## src/rtl/mul_sequencer.sv

```systemverilog
// Multiply sequencer for the EX stage: latches operands, handshakes with the
// shared multiplier, counts its fixed latency, stalls the pipeline until the
// product lands, and owns the architectural HI/LO registers.
//
// state | meaning
// IDLE  | no multiply in flight; MTHI/MTLO writes accepted
// REQ   | operands latched, MulReq held until MulAck
// WAIT  | multiplier busy, counter runs down to the product cycle
// DONE  | product captured, ResultValid pulse, pipeline released
module mul_sequencer #(
  parameter int WIDTH   = 32,
  parameter int LATENCY = 4
) (
  input  logic               Clock,
  input  logic               nReset,
  input  logic               Start,
  input  logic               Signed,
  input  logic               OpMull,
  input  logic [WIDTH-1:0]   A,
  input  logic [WIDTH-1:0]   B,
  input  logic               Flush,
  input  logic               HiWe,
  input  logic               LoWe,
  input  logic [WIDTH-1:0]   WrData,
  output logic               MulReq,
  input  logic               MulAck,
  output logic [WIDTH-1:0]   MulA,
  output logic [WIDTH-1:0]   MulB,
  output logic               MulSigned,
  input  logic [2*WIDTH-1:0] MulP,
  output logic [WIDTH-1:0]   Hi,
  output logic [WIDTH-1:0]   Lo,
  output logic [WIDTH-1:0]   Result,
  output logic               ResultValid,
  output logic               nStall
);

  typedef enum logic [1:0] {IDLE, REQ, WAIT, DONE} state_t;

  localparam logic [3:0] CntLoad = 4'(LATENCY - 1);

  state_t     state;
  state_t     nextState;
  logic [3:0] counter;
  logic       opMull;
  logic       load;
  logic       capture;
  logic       ackTake;
  logic       stallReq;
  logic       idleWrite;

  // Next-state and handshake/stall decode; Flush overrides everything.
  always_comb begin
    nextState   = state;
    MulReq      = 1'b0;
    stallReq    = 1'b0;
    ResultValid = 1'b0;
    load        = 1'b0;
    capture     = 1'b0;
    ackTake     = 1'b0;
    case (state)
      IDLE: begin
        if (Start) begin
          load      = 1'b1;
          stallReq  = 1'b1;
          nextState = REQ;
        end
      end
      REQ: begin
        MulReq   = 1'b1;
        stallReq = 1'b1;
        if (MulAck) begin
          ackTake   = 1'b1;
          nextState = WAIT;
        end
      end
      WAIT: begin
        stallReq = 1'b1;
        if (counter == 4'd0) begin
          capture   = 1'b1;
          nextState = DONE;
        end
      end
      DONE: begin
        ResultValid = 1'b1;
        nextState   = IDLE;
      end
      default: nextState = IDLE;
    endcase
    if (Flush) begin
      nextState   = IDLE;
      MulReq      = 1'b0;
      stallReq    = 1'b0;
      ResultValid = 1'b0;
      load        = 1'b0;
      capture     = 1'b0;
      ackTake     = 1'b0;
    end
  end

  // MTHI/MTLO only land in IDLE when no multiply is being accepted.
  assign idleWrite = (state == IDLE) && !Start && !Flush;

  // Reset forces the pipeline free even if Start is still asserted.
  assign nStall = !stallReq || !nReset;

  // State register and latency down-counter.
  always_ff @(posedge Clock or negedge nReset) begin
    if (!nReset) begin
      state   <= IDLE;
      counter <= 4'd0;
    end else begin
      state <= nextState;
      if (ackTake) begin
        counter <= CntLoad;
      end else if ((state == WAIT) && (counter != 4'd0) && !Flush) begin
        counter <= counter - 4'd1;
      end
    end
  end

  // Operand latch, HI/LO/Result updates.
  always_ff @(posedge Clock or negedge nReset) begin
    if (!nReset) begin
      MulA      <= '0;
      MulB      <= '0;
      MulSigned <= 1'b0;
      opMull    <= 1'b0;
      Hi        <= '0;
      Lo        <= '0;
      Result    <= '0;
    end else begin
      if (load) begin
        MulA      <= A;
        MulB      <= B;
        MulSigned <= Signed;
        opMull    <= OpMull;
      end
      if (idleWrite && HiWe) begin
        Hi <= WrData;
      end
      if (idleWrite && LoWe) begin
        Lo <= WrData;
      end
      if (capture) begin
        Result <= MulP[WIDTH-1:0];
        if (!opMull) begin
          Hi <= MulP[2*WIDTH-1:WIDTH];
          Lo <= MulP[WIDTH-1:0];
        end
      end
    end
  end

endmodule

```

## config.mk

```make
export PLATFORM = sky130hd
export DESIGN_NAME = mul_sequencer
export DESIGN_NICKNAME = d
export VERILOG_FILES = /design/src/rtl/mul_sequencer.sv
export SDC_FILE = /design/constraint.sdc
export NUM_CORES = 1
export LEC_CHECK = 0
export CAP_MARGIN = 10
export CORE_MARGIN = 10
export CORE_UTILIZATION = 44
export CTS_BUF_LIST = sky130_fd_sc_hd__clkbuf_4 sky130_fd_sc_hd__clkbuf_8 sky130_fd_sc_hd__clkbuf_16
export DETAILED_ROUTE_END_ITERATION = 10
export GPL_ROUTABILITY_DRIVEN = 0
export HOLD_SLACK_MARGIN = 0.12
export PLACE_DENSITY = 0.85
export SETUP_SLACK_MARGIN = 0.15
export SLEW_MARGIN = 20
export SYNTH_ARGS = -nofsm -noshare
export SYNTH_HDL_FRONTEND = slang
export SYNTH_SLANG_ARGS = --single-unit
```

## constraint.sdc

```tcl
create_clock -name Clock -period 4.8 [get_ports Clock]
set_input_delay 0.48 -clock Clock [delete_from_list [all_inputs] [get_ports Clock]]
set_output_delay 0.48 -clock Clock [all_outputs]
set_load 0.05 [all_outputs]
```

==> metrics.txt <==
DRT Wirelength=22,900 µm; Worst Slack Setup Final=1890 ps; root buf cell=clkbuf_16; # fillers=1,149; Netlist cell types=30; Die Width=147 µm; Synth warnings=0; PortBufs=332; final hold slack=503 ps; vias in the first global route=6,083; initial antenna violation count=0; clock skew=9.34 ps; setup total negative slack=0 ps; Power Dens Cells=771 nW/µm²; Seq cells post-synth=168; Final Hold Vio Count=0; Slew headroom=41.7%; share of cells above drive strength 1=16.9%; clk slew on worst S/H paths=60 ps; commonest cells after routing, fill and taps aside=clkdlybuf4s50_1 (331), dfrtp_1 (168), mux2_2 (98); crit start category=primary input; pre-CTS WS=1790 ps; final period utilization=60.7%; Fmax achieved=343 MHz; CTS max path bufs=2; drt via density=4.96; Mapped Nets=711; post-synthesis sequential area ratio=59.7%; antenna viol nets, final=0; Layout area overhead=58.7%; number of enable flip-flop cells after synthesis=0; Worst Hold Class=register to register; dpl hpwl=17,500 µm; H-tree depth=4; mapped cell area=7040 µm²; CP arrival=2430 ps; mean routed wirelength per cell=21.0 µm; placed insts=1,057; kind of critical path=primary input to output pin; CP Capture Type=output pin; syn_area_per_cell=13.2 µm²; Max FO, Critical Path=9; Boundary Pins=333; nets@finish=1,037; Yosys top cell area share=59.7%; CP max stage cell=clkdlybuf4s50_1; Post-synth ARST share=100%; clk sinks=168; row count=46; Die Ht=147 µm; global-route wire length before repair=36,000 µm; Post-synth top flop=dfrtp_1; status=completed; Worst path max stage delay=890 ps; reg2reg setup slack=2240 ps; die area=21,500 µm²; dominant cells by area after synthesis=dfrtp_1 (60%), mux2_2 (16%), mux2i_1 (9.4%), o21ai_0 (4.1%), nand2_1 (3.7%); Overflow after GRT=0; Cells after Synth=535; pin count of the biggest net entering global routing=129; crit path cell chain=clkdlybuf4s50_1, nand3b_1, nand2_1, nand3b_1, clkdlybuf4s50_1; Initial Util=44.7%; DRC=0; Lkg Pwr=0.00458 µW; RSZ-0062 raised after global routing=no; Post-Layout Cell Count=1,090; Clock Latency Late Sink=420 ps; detailed-route via count=5,408; Iter 0 DRT Violations=219; total core area=15,800 µm²; final setup violation count=0; required time worst endpoint=4320 ps; Worst Max-Slew Pin Slew=874 ps; Final min period=2910 ps; VDD IR max=546 µV; max-slew violations=0; ANT cells=0; total CTS buffers=17; Total GRT Usage=21.5%; max-cap violations=0; commonest non-fill, non-tap cell in the layout=clkdlybuf4s50_1; CTS tree=done; Pre-antenna DRT Iters=4; post-synth top area cell=dfrtp_1
metal layers:
| metal | global-route usage (%) | share of wire (%) | vias up |
|---|---|---|---|
| met5 | 0 | 0 | - |
| met1 | 22.6 | 37 | 2629 |
| li1 | - | - | 2506 |
| met3 | 12.3 | 12 | 26 |
| met4 | 6.16 | 1.8 | 0 |
| met2 | 36.0 | 49 | 247 |
worst max-delay path, delay by kind of cell:
| family | cells | cell delay (ps) |
|---|---|---|
| simple gates | 3 | 330 |
| buf+inv | 2 | 1620 |
power breakdown:
part           internal [µW]  leakage, µW  switching [µW]
Clock                    867     0.000297             557
Combinational           1680      0.00224            3090
Sequential              2070      0.00205             357
path summary, 6_finish.rpt:
| kind | cells after the start | to | startpoint |
|---|---|---|---|
| setup / recovery | 5 | nStall | Flush |
| hold / removal | 1 | Result[4] | Result[4] |
| setup reg to reg | 5 | Result[28] | state[0] |
| hold reg to reg | 1 | Result[4] | Result[4] |
| max in group asynchronous | 3 | Result[17] | nReset |
| min in group asynchronous | 2 | Lo[23] | nReset |
stage by stage:
| stage | area (µm²) | util, % | power [µW] |
|---|---|---|---|
| 2_1_floorplan | 7040 | - | 5420 |
| 3_3_place_gp | 10600 | 66.9 | 7160 |
| 3_5_place_dp | 10600 | 66.9 | 7250 |
| 4_1_cts | 11200 | 70.9 | 8710 |
| 5_1_grt | 11200 | 70.9 | 9030 |
| 6_report | 11200 | 70.9 | 8620 |
cells by family after synthesis:
kind of cell / share of synthesized area [%]
xor+xnor: 0.373
simple gates: 5.40
fa+ha+maj: 1.24
flops: 59.7
compound gates: 5.29
buf+inv: 2.97
mux: 25.0
timing repair:
item                                   in CTS  in global routing
resized for setup                           0                  0
setup endpoints to repair                   0                  0
hold buffers                                1                  0
buffers inserted                            0                  0
endpoints found under the hold margin      45                  0
sequential cells by signal, summed over array words and instances, names as in the netlist:
signal     flops
Hi            32
Lo            32
MulA          32
MulB          32
MulSigned      1
Result        32
counter        4
opMull         1
state          2
Yosys cell counts (2+ instances only):
| master | count |
|---|---|
| buf_2 | 22 |
| buf_4 | 2 |
| buf_6 | 2 |
| clkbuf_2 | 4 |
| dfrtp_1 | 168 |
| ha_1 | 7 |
| inv_1 | 6 |
| mux2_2 | 98 |
| mux2i_1 | 66 |
| nand2_1 | 69 |
| nand3_1 | 3 |
| nand3b_1 | 2 |
| nor2_1 | 3 |
| nor2b_1 | 3 |
| nor4bb_1 | 2 |
| o21ai_0 | 58 |
| o21ai_2 | 6 |
| xor2_1 | 2 |
layout make-up:
class / count / area (µm²) / share of cell area [%]
clock buffers: 22 / 475 / 4.25
clock inverters: 10 / 144 / 1.29
inverters: 6 / 22.5 / 0.201
flip-flops and latches: 168 / 4200 / 37.6
well taps: 216 / 270 / 2.42
multi-input cells: 329 / 2670 / 23.9
repair buffers: 339 / 3390 / 30.3
(Power assumes the default switching activity.)
